==> config.mk <==
export PLATFORM = sky130hd
export DESIGN_NAME = compfifo_readout_ctrl_flat
export DESIGN_NICKNAME = d
export VERILOG_FILES = /design/src/rtl/compfifo_readout_ctrl_pkg.sv /design/src/rtl/compfifo_readout_ctrl_if.sv /design/src/rtl/compfifo_readout_ctrl_rr_arbiter.sv /design/src/rtl/compfifo_readout_ctrl.sv /design/src/flat_wrapper.sv
export SDC_FILE = /design/constraint.sdc
export NUM_CORES = 1
export LEC_CHECK = 0
export CAP_MARGIN = 20
export CORE_AREA = 2 2 154 156
export CTS_BUF_LIST = sky130_fd_sc_hd__clkbuf_8
export DETAILED_ROUTE_END_ITERATION = 10
export DIE_AREA = 0 0 156 158
export PLACE_DENSITY = 0.72
export SYNTH_ARGS = -nofsm -noshare
export SYNTH_HDL_FRONTEND = slang
export SYNTH_SLANG_ARGS = --single-unit
==> constraint.sdc <==
create_clock -name fabric_clk -period 3.65 [get_ports fabric_clk]
set_input_delay 0.5475 -clock fabric_clk [delete_from_list [all_inputs] [get_ports fabric_clk]]
set_output_delay 0.5475 -clock fabric_clk [all_outputs]
set_load 0.02 [all_outputs]
==> src/rtl/compfifo_readout_ctrl_pkg.sv <==
// Shared constants and FSM encoding for the comparator-FIFO readout controller.
package compfiber_pkg;
  localparam int CMP_WORD_W = 48;
  localparam int TX_W       = 16;

  localparam logic [11:0] HDR_TAG       = 12'hCF0;
  localparam logic [3:0]  TRL_TAG       = 4'hE;
  localparam logic [3:0]  TRL_ABORT_TAG = 4'hD;

  typedef logic [2:0] state_t;
  localparam state_t S_IDLE = 3'd0;
  localparam state_t S_HDR  = 3'd1;
  localparam state_t S_RD   = 3'd2;
  localparam state_t S_LAT  = 3'd3;
  localparam state_t S_B0   = 3'd4;
  localparam state_t S_B1   = 3'd5;
  localparam state_t S_B2   = 3'd6;
  localparam state_t S_TRL  = 3'd7;
endpackage

==> src/rtl/compfifo_readout_ctrl_if.sv <==
// FIFO read side plus 16-bit transmit stream of the readout controller.
interface compfifo_readout_ctrl_if
  import compfiber_pkg::*;
#(parameter int NFIB = 7);
  logic [NFIB-1:0]            fifo_dav;
  logic [CMP_WORD_W*NFIB-1:0] fifo_dout;
  logic [NFIB-1:0]            fifo_rd_en;
  logic                       tx_valid;
  logic [TX_W-1:0]            tx_data;
  logic                       tx_sof;
  logic                       tx_eof;
  logic                       tx_ready;

  modport master (input fifo_dav, fifo_dout, tx_ready,
                  output fifo_rd_en, tx_valid, tx_data, tx_sof, tx_eof);
  modport slave  (output fifo_dav, fifo_dout, tx_ready,
                  input fifo_rd_en, tx_valid, tx_data, tx_sof, tx_eof);
endinterface

==> src/rtl/compfifo_readout_ctrl_rr_arbiter.sv <==
// Combinational round-robin pick: first set req bit at or above ptr, with wrap.
module rr_arbiter #(
  parameter  int N  = 7,
  localparam int IW = (N > 1) ? $clog2(N) : 1
) (
  input  logic [N-1:0]  req_i,
  input  logic [IW-1:0] ptr_i,
  output logic [N-1:0]  gnt_o,
  output logic [IW-1:0] idx_o,
  output logic          vld_o
);
  int j;

  always_comb begin
    gnt_o = '0;
    idx_o = '0;
    vld_o = 1'b0;
    j     = 0;
    for (int i = 0; i < N; i++) begin
      j = int'(ptr_i) + i;
      if (j >= N) j = j - N;
      if (!vld_o && req_i[j]) begin
        vld_o    = 1'b1;
        gnt_o[j] = 1'b1;
        idx_o    = IW'(j);
      end
    end
  end
endmodule

==> src/rtl/compfifo_readout_ctrl.sv <==
// Round-robin readout of per-fiber comparator FIFOs into a framed 16-bit stream.
// Optional mid-event FIFO starvation timeout: COMPFIFO_RD_TIMEOUT_EN.
module compfifo_readout_ctrl
  import compfiber_pkg::*;
#(
  parameter int NFIB          = 7,
  parameter int WORDS_PER_EVT = 9,
  parameter int TIMEOUT_CYC   = 256
) (
  input  logic                   fabric_clk,
  input  logic                   reset,
  input  logic [NFIB-1:0]        fiber_en,
  compfifo_readout_ctrl_if.master bus,
  output logic                   busy,
  output logic [15:0]            evt_count,
  output logic                   underrun
);
  localparam int IW = (NFIB > 1) ? $clog2(NFIB) : 1;
  localparam int WW = (WORDS_PER_EVT > 1) ? $clog2(WORDS_PER_EVT) : 1;

  state_t                  state_q, state_d;
  logic [IW-1:0]           gidx_q, gidx_d, ptr_q, ptr_d, arb_idx;
  logic [WW-1:0]           wcnt_q, wcnt_d;
  logic [CMP_WORD_W-1:0]   sr_q, sr_d;
  logic [15:0]             evt_q, evt_d;
  logic [NFIB-1:0]         req, unused_gnt;
  logic                    arb_vld, accept, dav_g, to_hit, trl_abort;
  logic [3:0]              gnt_nib;

  assign req = bus.fifo_dav & fiber_en;

  rr_arbiter #(.N(NFIB)) u_arb (
    .req_i (req),
    .ptr_i (ptr_q),
    .gnt_o (unused_gnt),
    .idx_o (arb_idx),
    .vld_o (arb_vld)
  );

  assign dav_g   = bus.fifo_dav[gidx_q];
  assign gnt_nib = 4'(gidx_q);

  assign bus.tx_valid   = (state_q == S_HDR) || (state_q == S_B0) || (state_q == S_B1) ||
                          (state_q == S_B2)  || (state_q == S_TRL);
  assign bus.tx_sof     = (state_q == S_HDR);
  assign bus.tx_eof     = (state_q == S_TRL);
  assign accept         = bus.tx_valid && bus.tx_ready;
  assign bus.fifo_rd_en = (state_q == S_RD && dav_g) ? (NFIB'(1) << gidx_q) : '0;
  assign busy           = (state_q != S_IDLE);
  assign evt_count      = evt_q;

  // Beats always come from the top of the shift register, so data holds under stall.
  always_comb begin
    bus.tx_data = '0;
    case (state_q)
      S_HDR:             bus.tx_data = {HDR_TAG, gnt_nib};
      S_B0, S_B1, S_B2:  bus.tx_data = sr_q[CMP_WORD_W-1 -: TX_W];
      S_TRL:             bus.tx_data = {trl_abort ? TRL_ABORT_TAG : TRL_TAG, evt_q[11:0]};
      default:           bus.tx_data = '0;
    endcase
  end

  always_comb begin
    state_d = state_q;
    gidx_d  = gidx_q;
    ptr_d   = ptr_q;
    wcnt_d  = wcnt_q;
    sr_d    = sr_q;
    evt_d   = evt_q;
    case (state_q)
      S_IDLE: if (arb_vld) begin
        gidx_d  = arb_idx;
        state_d = S_HDR;
      end
      S_HDR: if (accept) begin
        wcnt_d  = '0;
        state_d = S_RD;
      end
      S_RD: begin
        if (dav_g)       state_d = S_LAT;
        else if (to_hit) state_d = S_TRL;
      end
      S_LAT: begin
        sr_d    = bus.fifo_dout[gidx_q*CMP_WORD_W +: CMP_WORD_W];
        state_d = S_B0;
      end
      S_B0: if (accept) begin
        sr_d    = sr_q << TX_W;
        state_d = S_B1;
      end
      S_B1: if (accept) begin
        sr_d    = sr_q << TX_W;
        state_d = S_B2;
      end
      S_B2: if (accept) begin
        if (wcnt_q == WW'(WORDS_PER_EVT-1)) state_d = S_TRL;
        else begin
          wcnt_d  = wcnt_q + 1'b1;
          state_d = S_RD;
        end
      end
      S_TRL: if (accept) begin
        evt_d   = evt_q + 16'd1;
        ptr_d   = (gidx_q == IW'(NFIB-1)) ? '0 : gidx_q + 1'b1;
        state_d = S_IDLE;
      end
      default: state_d = S_IDLE;
    endcase
  end

  always_ff @(posedge fabric_clk or posedge reset) begin
    if (reset) begin
      state_q <= S_IDLE;
      gidx_q  <= '0;
      ptr_q   <= '0;
      wcnt_q  <= '0;
      sr_q    <= '0;
      evt_q   <= '0;
    end else begin
      state_q <= state_d;
      gidx_q  <= gidx_d;
      ptr_q   <= ptr_d;
      wcnt_q  <= wcnt_d;
      sr_q    <= sr_d;
      evt_q   <= evt_d;
    end
  end

`ifdef COMPFIFO_RD_TIMEOUT_EN
  localparam int TW = (TIMEOUT_CYC > 1) ? $clog2(TIMEOUT_CYC) : 1;

  logic [TW-1:0] tcnt_q, tcnt_d;
  logic          abort_q, abort_d, underrun_q, underrun_d;

  // The wait counter only runs while stalled in RD on an empty granted FIFO.
  assign to_hit     = (state_q == S_RD) && !dav_g && (tcnt_q == TW'(TIMEOUT_CYC-1));
  assign tcnt_d     = ((state_q == S_RD) && !dav_g && !to_hit) ? tcnt_q + 1'b1 : '0;
  assign abort_d    = to_hit ? 1'b1 : ((state_q == S_IDLE) ? 1'b0 : abort_q);
  assign underrun_d = underrun_q | to_hit;
  assign trl_abort  = abort_q;
  assign underrun   = underrun_q;

  always_ff @(posedge fabric_clk or posedge reset) begin
    if (reset) begin
      tcnt_q     <= '0;
      abort_q    <= 1'b0;
      underrun_q <= 1'b0;
    end else begin
      tcnt_q     <= tcnt_d;
      abort_q    <= abort_d;
      underrun_q <= underrun_d;
    end
  end
`else
  logic unused_cfg;
  assign unused_cfg = ^TIMEOUT_CYC;
  assign to_hit     = 1'b0;
  assign trl_abort  = 1'b0;
  assign underrun   = 1'b0;
`endif
endmodule

==> src/flat_wrapper.sv <==
// flat-port wrapper written by rule: the top's interface ports become plain ports
module compfifo_readout_ctrl_flat import compfiber_pkg::*;
#(
  parameter int NFIB          = 7,
  parameter int WORDS_PER_EVT = 9,
  parameter int TIMEOUT_CYC   = 256
)
  (fabric_clk, reset, fiber_en, busy, evt_count, underrun, bus_fifo_dav, bus_fifo_dout, bus_tx_ready, bus_fifo_rd_en, bus_tx_valid, bus_tx_data, bus_tx_sof, bus_tx_eof);
  compfifo_readout_ctrl_if #(.NFIB(NFIB)) bus_i ();
  input  logic fabric_clk;
  input  logic reset;
  input  logic [NFIB-1:0] fiber_en;
  output logic busy;
  output logic [15:0] evt_count;
  output logic underrun;
  input wire logic [$bits(bus_i.fifo_dav)-1:0] bus_fifo_dav;
  input wire logic [$bits(bus_i.fifo_dout)-1:0] bus_fifo_dout;
  input wire logic [$bits(bus_i.tx_ready)-1:0] bus_tx_ready;
  output wire logic [$bits(bus_i.fifo_rd_en)-1:0] bus_fifo_rd_en;
  output wire logic [$bits(bus_i.tx_valid)-1:0] bus_tx_valid;
  output wire logic [$bits(bus_i.tx_data)-1:0] bus_tx_data;
  output wire logic [$bits(bus_i.tx_sof)-1:0] bus_tx_sof;
  output wire logic [$bits(bus_i.tx_eof)-1:0] bus_tx_eof;
  assign bus_i.fifo_dav = bus_fifo_dav;
  assign bus_i.fifo_dout = bus_fifo_dout;
  assign bus_i.tx_ready = bus_tx_ready;
  assign bus_fifo_rd_en = bus_i.fifo_rd_en;
  assign bus_tx_valid = bus_i.tx_valid;
  assign bus_tx_data = bus_i.tx_data;
  assign bus_tx_sof = bus_i.tx_sof;
  assign bus_tx_eof = bus_i.tx_eof;
  compfifo_readout_ctrl #(.NFIB(NFIB), .WORDS_PER_EVT(WORDS_PER_EVT), .TIMEOUT_CYC(TIMEOUT_CYC)) u_core (.fabric_clk(fabric_clk), .reset(reset), .fiber_en(fiber_en), .bus(bus_i), .busy(busy), .evt_count(evt_count), .underrun(underrun));
endmodule
==> flow_metrics.env <==
export IMPL_firstDrtPassIters=5
export IMPL_wirelength_um=30900
export IMPL_core_mm2=0.0231
export IMPL_ios=397
export IMPL_synth_nets=1197
export IMPL_cts_sinks=77
export IMPL_synth_common_cells="91 x mux2i_1, 83 x o21ai_0, 77 x dfrtp_1, 77 x nand2_1, 71 x o211ai_1"
export IMPL_detailedPlacementHpwl_um=24600
export IMPL_antenna_found_initial=4
export IMPL_nNetsFinal=1551
export IMPL_remaining_drc_errors=0
export IMPL_required_ps=3910
export IMPL_ant_nets=0
export IMPL_die_w_um=156
export IMPL_ys_ff_latch=77
export IMPL_cts_made_buffers=9
export IMPL_hold_buffers=0
export IMPL_p_sw_mw=4.21
export IMPL_period_needed_ps=3420
export IMPL_setup_viol=0
export IMPL_synth_async_sr_flop_share_pct=100
export IMPL_finalHoldViolCount=0
export IMPL_power_leakage_nw=4.90
export IMPL_drt_iter0_markers=547
export IMPL_grt_pass1_wl_um=45200
export IMPL_clk_latency_ps=370
export IMPL_vias_per_cell=5.47
export IMPL_start_util_pct=33.0
export IMPL_area_delta_synth_final_pct=58.6
export IMPL_die_y_um=158
export IMPL_ys_seq_area_share_pct=25.3
export IMPL_slew_viol_final=0
export IMPL_combPwrFrac_pct=75.3
export IMPL_grt_usage_pct=24.0
export IMPL_vdd_drop_max_mv=0.414
export IMPL_synth_top_family_by_area="multiplexers"
export IMPL_vias=8079
export IMPL_grt_max_degree=104
export IMPL_postLayoutCellArea_mm2=0.0121
export IMPL_fill_cells=2111
export IMPL_postSynthAreaPerCell_um2=9.24
export IMPL_clk_pin_slew_ps=80
export IMPL_synth_edf_count=0
export IMPL_overflow=0
export IMPL_synthSimpleGateAreaFrac_pct=12.6
export IMPL_power_total_mw=8.65
export IMPL_num_rows=56
export IMPL_multi_input_area_mm2=0.00535
export IMPL_finalCritPeriodShare_pct=93.7
export IMPL_synthAdderAreaFrac_pct=3.29
export IMPL_synth_area_mm2=0.00762
export IMPL_muxShareOfSynthArea_pct=28.4
export IMPL_wl_per_cell_um=20.9
export IMPL_io_buffers=395
export IMPL_seq_area_mm2=0.00194
export IMPL_worstMarginPinSlew_ps=845
export IMPL_layout_drive_gt1_share_pct=10.1
export IMPL_yosysTopAreaCell="dfrtp_1"
export IMPL_grt_pass1_vias=7701
export IMPL_yosys_warnings=0
export IMPL_synth_ff_type="dfrtp_1"
export IMPL_endpoint_kind="flip-flop"
export IMPL_maxSlewHeadroom_pct=43.4
export IMPL_fp_dieArea_mm2=0.0246
export IMPL_seq_power_share_pct=17.7
export IMPL_start_kind="flip-flop"
export IMPL_clockBufferDepth=2
export IMPL_hold_class="flip-flop to flip-flop"
export IMPL_worstPathArrival_ps=3680
export IMPL_cts_tree="built"
export IMPL_ys_top_cells_by_area="dfrtp_1 25%, mux4_2 15%, mux2i_1 12%"
export IMPL_dpl_instance_area_mm2=0.0119
export IMPL_root_buffer="clkbuf_8"
export IMPL_finClkSkew_ps=9.59
export IMPL_synth_cell_types=69
export IMPL_fmax_mhz=292
export IMPL_worstPathMaxFanout=7
export IMPL_drv_cap=0
export IMPL_synth_top_area_share_pct=25.3
export IMPL_synth_xor_area_share_pct=2.18
export IMPL_swShare_pct=48.7
export IMPL_internal_power_mw=4.44
export IMPL_status="finished, final reports clean"
export IMPL_powerDensity_mw_per_mm2=716
export IMPL_htreeDepth=3
export IMPL_syn_instance_count=824
export IMPL_pwr_share_clk_pct=7.0
export IMPL_synth_compound_area_share_pct=23.3
export IMPL_critical_path_class="flip-flop to flip-flop"
export IMPL_synth_most_common_cell="mux2i_1"
export IMPL_place_gp_congestion=0.904
==> final timing paths <==
kind                                             startpoint                           end  slack, ps  cells past startpoint
worst max-delay path            u_core.ptr_q[1]$_DFFE_PP0P_  u_core.gidx_q[2]$_DFFE_PP0P_        230                     13
worst min-delay path            u_core.sr_q[44]$_DFFE_PP0P_   u_core.sr_q[44]$_DFFE_PP0P_        490                      2
worst max register to register  u_core.ptr_q[1]$_DFFE_PP0P_  u_core.gidx_q[2]$_DFFE_PP0P_        230                     13
worst min register to register  u_core.sr_q[44]$_DFFE_PP0P_   u_core.sr_q[44]$_DFFE_PP0P_        490                      2
max in group asynchronous                             reset   u_core.sr_q[10]$_DFFE_PP0P_       2390                      3
min in group asynchronous                             reset   u_core.sr_q[47]$_DFFE_PP0P_        610                      2
==> state kept, by name, indices dropped and copies added (netlist names) <==
name / cells
u_core.ptr_q: 3
u_core.wcnt_q: 4
u_core.state_q: 3
u_core.sr_q: 48
u_core.gidx_q: 3
u_core.evt_count: 16
==> placed cells by master (no fill, tap or decap), types with 10 or more instances in the layout <==
| master | instances |
|---|---|
| nand2_1 | 77 |
| o211ai_1 | 71 |
| a21oi_1 | 34 |
| inv_1 | 18 |
| clkdlybuf4s50_1 | 395 |
| nand3_1 | 26 |
| mux4_2 | 52 |
| xnor2_1 | 13 |
| clkbuf_8 | 10 |
| a211oi_1 | 11 |
| nor3_1 | 11 |
| dfrtp_1 | 74 |
| o21ai_0 | 83 |
| buf_4 | 17 |
| nor2_1 | 43 |
| ha_1 | 19 |
| mux2i_1 | 91 |
==> routing by layer <==
layer  part of all wire [%]  routed length, um  global-route usage [%]
met1                     43              13400                    32.9
met2                     49              15100                    39.3
met3                    5.9               1810                    4.27
met4                    1.9                580                    6.12
met5                      0                  0                       0
==> critical path: stages (launching register included) <==
cell,delay [ps]
dfrtp_1,420
ha_1,280
inv_1,60
ha_1,350
and4_1,250
or2_1,280
and4b_1,190
a31oi_1,140
buf_4,160
nand4_2,210
or2_4,340
nor3_4,190
a211oi_1,100
o32a_1,350
==> cells by family after synthesis <==
group / Yosys count
flops: 77
fa+ha+maj: 20
buf+inv: 92
other cells: 1
simple gates: 201
compound gates: 264
xor+xnor: 19
mux: 150
==> repair_timing <==
item	in CTS	in global routing
setup endpoints to repair	0	6
buffers inserted	0	0
resized for setup	0	3
==> per-stage QoR <==
step,TNS [ps],util (%),std cells,hold WS (ps),setup slack (ps)
floorplan,0,-,824,442,101
finish,0,52.4,1476,489,230
detailed placement,0,51.5,1457,470,153
CTS,0,52.3,1473,490,123
global route,-0.510,52.4,1476,519,-0.510
global placement,0,51.4,1456,460,297
==> area by class of cell <==
class / instances / share of cell area (%)
Antenna cell: 3 / 0.0622
Tap cell: 290 / 3.00
Inverter: 19 / 0.601
Timing Repair Buffer: 416 / 34.4
Sequential cell: 77 / 16.1
Multi-Input combinational cell: 655 / 44.3
Clock inverter: 6 / 0.394
Clock buffer: 10 / 1.14
==> power by group through the flow <==
stage	Clock (mW)	Combinational [mW]	Sequential, mW
2_1_floorplan	0	4.64	1.35
3_3_place_gp	0	6.40	1.53
3_5_place_dp	0	6.48	1.54
4_1_cts	0.630	6.51	1.53
5_1_grt	0.666	7.13	1.57
6_report	0.607	6.51	1.53
Power figures use the tool's default switching activity.
==> variant 1 (same settings) <==
`WORDS_PER_EVT` is set to 9 in 2 places; all go to 8.
--- a/src/rtl/compfifo_readout_ctrl.sv
+++ b/src/rtl/compfifo_readout_ctrl.sv
@@ -4,7 +4,7 @@
   import compfiber_pkg::*;
 #(
   parameter int NFIB          = 7,
-  parameter int WORDS_PER_EVT = 9,
+  parameter int WORDS_PER_EVT = 8,
   parameter int TIMEOUT_CYC   = 256
 ) (
   input  logic                   fabric_clk,
--- a/src/flat_wrapper.sv
+++ b/src/flat_wrapper.sv
@@ -2,7 +2,7 @@
 module compfifo_readout_ctrl_flat import compfiber_pkg::*;
 #(
   parameter int NFIB          = 7,
-  parameter int WORDS_PER_EVT = 9,
+  parameter int WORDS_PER_EVT = 8,
   parameter int TIMEOUT_CYC   = 256
 )
   (fabric_clk, reset, fiber_en, busy, evt_count, underrun, bus_fifo_dav, bus_fifo_dout, bus_tx_ready, bus_fifo_rd_en, bus_tx_valid, bus_tx_data, bus_tx_sof, bus_tx_eof);
Behaviour: no difference found for any inputs over 4 cycles, from zero or initial values and one cycle with reset high; that may be too few to reach the edited logic, so the function may still have changed.
==> variant 1 against the unedited design <==
- synthesized cell count up 0.36%
- die area unchanged
- sequential cell count down 1
- design area up 0.57%
- sequential power down 3%
- routed wire length up 16%
- synthesized area down 0.87%
- global-route usage up 3.8 points
- worst hold slack worse by 0.018 ns
- worst setup slack worse by 0.026 ns
- count of clock-buffer cells in the layout unchanged
- core utilization up 0.30 points
- total power up 9.0%
- via count up 3.7%
- critical endpoint is now bus_fifo_rd_en[0]
==> variant 1: results (changes against the unedited design) <==
- Peak VDD IR: 0.5045 mV (+22%)
- Largest net degree at the start of global routing: 77 (-26%)
- Distinct cells, synth: 72 (+4.3%)
- Worst Hold Launch: u_core.evt_count[15]
- Fill count: 2154 (+2.0%)
- Reg2reg start: u_core.ptr_q[0]
- R2R Setup Slk: 0.21 ns (-0.02 ns)
- Setup TNS: 0 ns (unchanged)
- Worst skew pair latency: 0.36 ns
- Fraction of layout cells with a size suffix above 1: 15.26% (+5.1 points)
- Synth cell count leaders: 91 x nand2_1, 85 x o21ai_0, 76 x dfrtp_1
- First-pass GRT wire length: 50300 um (+11%)
- Via count: 8378 (+3.7%)
- Leak Pwr: 0.004769 uW (-2.6%)
- Total Wirelength: 35870 um (+16%)
- Layout Nets: 1577 (+1.7%)
- Status: completed
- Initial antenna violation count: 12 (+8)
- Worst Path Max Fanout: 8 (+1)
- Min-Delay Path Depth: 1 (-1)
- Clock skew: 0.01233 ns (+0.002746 ns)
- CP max stage delay: 0.65 ns (+0.23 ns)
- Max reg flops: 48 (unchanged)
- CP max-delay cell: clkdlybuf4s50_1
- Synth top area cells: dfrtp_1 25%, mux4_2 16%, mux2_2 8.2%
- CTS Buffer Depth: 2 (unchanged)
- Switch Pwr: 4587 uW (+9.0%)
- Seq/Total Area, Yosys: 25.19% (-0.11 points)
- Slew Limit Headroom: 42.85% (-0.58 points)
- Syn_nets: 1203 (+0.50%)
- GPL Wtd Cong: 0.9609 (+6.3%)
- Reg-to-reg endpoint: u_core.state_q[1]
- Worst hold endpoint: u_core.evt_count[15]
- Initial DRC Count: 706 (+29%)
- TritonCTS Buffers: 9 (unchanged)
- Vias in the first global route: 8083 (+5.0%)
- R2r worst-path depth: 11 (-2)
- HPWL Detailed: 29330 um (+19%)
- Worst-path clk slew: 0.07 ns
- CP Data Arrival Time: 2.90 ns (-0.78 ns)
- Total GRT Usage: 27.80% (+3.8 points)
- Crit path from: u_core.gidx_q[0]
variant 1: critical path, delay by kind of cell, from the launching register on:
family | cells | cell delay, ns
simple gates | 4 | 0.99
buf+inv | 1 | 0.65
flops | 1 | 0.56
compound gates | 2 | 0.34
variant 1: power groups by stage:
stage,registers (uW),logic [uW],clock network (uW)
after floorplan,1370,4820,0
after global placement,1480,7130,0
after detailed placement,1480,7170,0
after CTS,1470,7200,738
after global routing,1520,7840,772
final,1480,7220,724
variant 1: layout make-up:
class,instances,area share (%)
Tap cell,290,2.988
Timing Repair Buffer,431,34.97
Inverter,20,0.6285
Multi-Input combinational cell,663,43.79
Clock inverter,6,0.6594
Antenna cell,6,0.1236
Sequential cell,76,15.71
Clock buffer,10,1.133
variant 1: worst max-delay path by stage:
stage / end / slack, ns / depth (start not counted)
3_5_place_dp: u_core.state_q[1] / 0.14 / 13
2_1_floorplan: u_core.state_q[1] / 0.24 / 12
4_1_cts: u_core.state_q[1] / 0.12 / 13
5_1_grt: u_core.state_q[1] / 0.009 / 13
3_3_place_gp: u_core.gidx_q[2] / 0.28 / 12
6_report: bus_fifo_rd_en[0] / 0.20 / 7
variant 1: cell families after synthesis:
logic type / share of synthesized area [%]
AND/OR/NAND/NOR: 15.68
AO/OA/AOI/OAI: 22.03
multiplexers: 26.05
buffers and inverters: 4.657
flip-flops: 25.19
adder cells (fa/ha/maj): 3.911
XOR/XNOR: 2.436
other: 0.04967
variant 1: through the flow:
step | cells | setup WS, ns | hold slack [ns] | utilization, % | instance area (um2)
2_1_floorplan | 827 | 0.2420 | 0.4418 | - | 7550
3_3_place_gp | 1480 | 0.2754 | 0.4558 | 51.65 | 11910
3_5_place_dp | 1480 | 0.1423 | 0.4657 | 51.65 | 11910
4_1_cts | 1496 | 0.1191 | 0.4770 | 52.59 | 12120
5_1_grt | 1501 | 0.009015 | 0.5105 | 52.67 | 12140
6_report | 1502 | 0.2034 | 0.4717 | 52.68 | 12140
variant 1: timing repair:
| action | CTS | global route |
|---|---|---|
| buffers inserted | 0 | 0 |
| gates resized for setup | 0 | 4 |
| setup endpoints to repair | 0 | 8 |
variant 1: per-layer routing:
layer | GRT usage (%) | wire length, um | vias to the layer above
li1 | - | - | 3905
met1 | 35.83 | 14490 | 4051
met2 | 48.15 | 18420 | 381
met3 | 6.132 | 2456 | 35
met4 | 5.592 | 463 | 6
met5 | 0 | 37 | -
==> variant 2 (config.mk and constraints unchanged) <==
Made on the original files. Take the reset off `sr_q` and load it in a clocked block of its own.
--- a/src/rtl/compfifo_readout_ctrl.sv
+++ b/src/rtl/compfifo_readout_ctrl.sv
@@ -114,16 +114,18 @@
       gidx_q  <= '0;
       ptr_q   <= '0;
       wcnt_q  <= '0;
-      sr_q    <= '0;
       evt_q   <= '0;
     end else begin
       state_q <= state_d;
       gidx_q  <= gidx_d;
       ptr_q   <= ptr_d;
       wcnt_q  <= wcnt_d;
-      sr_q    <= sr_d;
       evt_q   <= evt_d;
     end
+  end
+
+  always_ff @(posedge fabric_clk) begin
+    sr_q <= sr_d;
   end
 
 `ifdef COMPFIFO_RD_TIMEOUT_EN
Check against the original RTL: same outputs for any inputs over 4 cycles, from zero or initial values and one cycle with reset high; that may be too few to reach the edited logic, so the function may still have changed.
==> variant 2 against the unedited design <==
- maximum frequency rose by 0.53%
- synthesized area is 2.8% lower
- design area shrank 0.56%
- total power grew 6.4%
- sequential share of layout area grew 2.1 points
- sequential cell count stayed put
- global-route usage up 1.8 points
- via count down 3.8%
- routed wire length grew 8.6%
- worst setup slack better by 0.018 ns
==> variant 2: results (changes against the unedited design) <==
- Status: completed
- Worst skew pair latency: 0.35 ns (-0.02 ns)
- Min-Delay Path Depth: 1 (-1)
- CP max stage delay: 0.65 ns (+0.23 ns)
- Peak VDD IR: 0.3759 mV (-9.2%)
- Synth Instances: 730 (-11%)
- Vias in the first global route: 7855 (+2.0%)
- R2R Setup Slk: 0.26 ns (+0.03 ns)
- Worst Hold Launch: u_core.evt_count[15]
- GPL Wtd Cong: 0.9322 (+3.1%)
- Reg2reg start: u_core.ptr_q[0]
- Clock Power: 741 uW (+22%)
- Async set or reset register ratio after synthesis: 37.66% (-62 points)
- CP max-delay cell: clkdlybuf4s50_1
- Worst hold slack: 0.4828 ns (-0.006530 ns)
- Placed insts: 1386 (-4.9%)
- Setup crit end: bus_fifo_rd_en[0]
- Layout Nets: 1480 (-4.6%)
- CP Data Arrival Time: 2.85 ns (-0.83 ns)
- EDFF count, synth: 48 (+48)
- Crit path from: u_core.gidx_q[1]
- Worst slew pin tran: 0.7551 ns (-0.08948 ns)
- Clock skew: 0.01260 ns (+0.003019 ns)
- Worst Path Max Fanout: 19 (+12)
- Reg-to-reg endpoint: u_core.state_q[1]
- Fill count: 2100 (-0.52%)
- Initial DRC Count: 622 (+14%)
- Synth cell count leaders: 84 x o21ai_0, 69 x nand2_1, 55 x mux2_2
- GRT met3 Usage: 4.654% (+0.38 points)
- Hold/Removal Path Class: reg2reg
- First-pass GRT wire length: 47510 um (+5.1%)
- R2r worst-path depth: 11 (-2)
- Multi-input logic area: 4947 um2 (-7.6%)
- Vias/cell: 5.525 (+0.94%)
- Synth Flop Type: edfxtp_1
- Logic pwr share: 72.1% (-3.2 points)
- Seq/Total Area, Yosys: 29.28% (+4.0 points)
- Initial antenna violation count: 7 (+3)
- Crit path time final: 3.402 ns (-0.01795 ns)
- Post-Place Worst Slack: 0.2456 ns (+0.09247 ns)
- Total Wirelength: 33520 um (+8.6%)
- Flop pwr share: 19.8% (+2.1 points)
- Syn_nets: 1103 (-7.9%)
- Synth top area cells: edfxtp_1 19%, mux4_2 16%, dfrtp_1 9.8%
- DR WL/cell: 23.83 um (+14%)
- Total GRT Usage: 25.82% (+1.8 points)
- Crit-path leading delay family: buffers and inverters
variant 2: cells by family after synthesis:
group | count (synthesis) | share of synthesized area (%)
compound gates | 210 | 20.41
xor+xnor | 19 | 2.249
other cells | 1 | 0.05067
mux | 133 | 28.28
simple gates | 188 | 12.02
buf+inv | 82 | 4.328
flops | 77 | 29.28
fa+ha+maj | 20 | 3.381
variant 2: final cells by class:
cell class	instances	share of cell area [%]
multi-input combinational	571	41.20
timing repair buffer	427	35.01
tap	290	3.022
inverter	21	0.6565
clock inverter	7	0.8544
clock buffer	9	1.032
antenna	5	0.1042
sequential	77	18.12
variant 2: metal layers:
layer / up-vias / share of wire, %
met4: 0 / 1.8
li1: 3637 / -
met5: - / 0
met3: 36 / 6.6
met2: 367 / 51
met1: 3734 / 40
variant 2: worst register-to-register path: cells and delay by family (launching register included):
family                     cells  cell delay [ns]
buffers and inverters          1             0.05
adders and majority gates      2             0.54
and+or+nand+nor                4             0.80
muxes                          2             0.90
AOI/OAI and AO/OA              2             0.59
DFF                            1             0.41
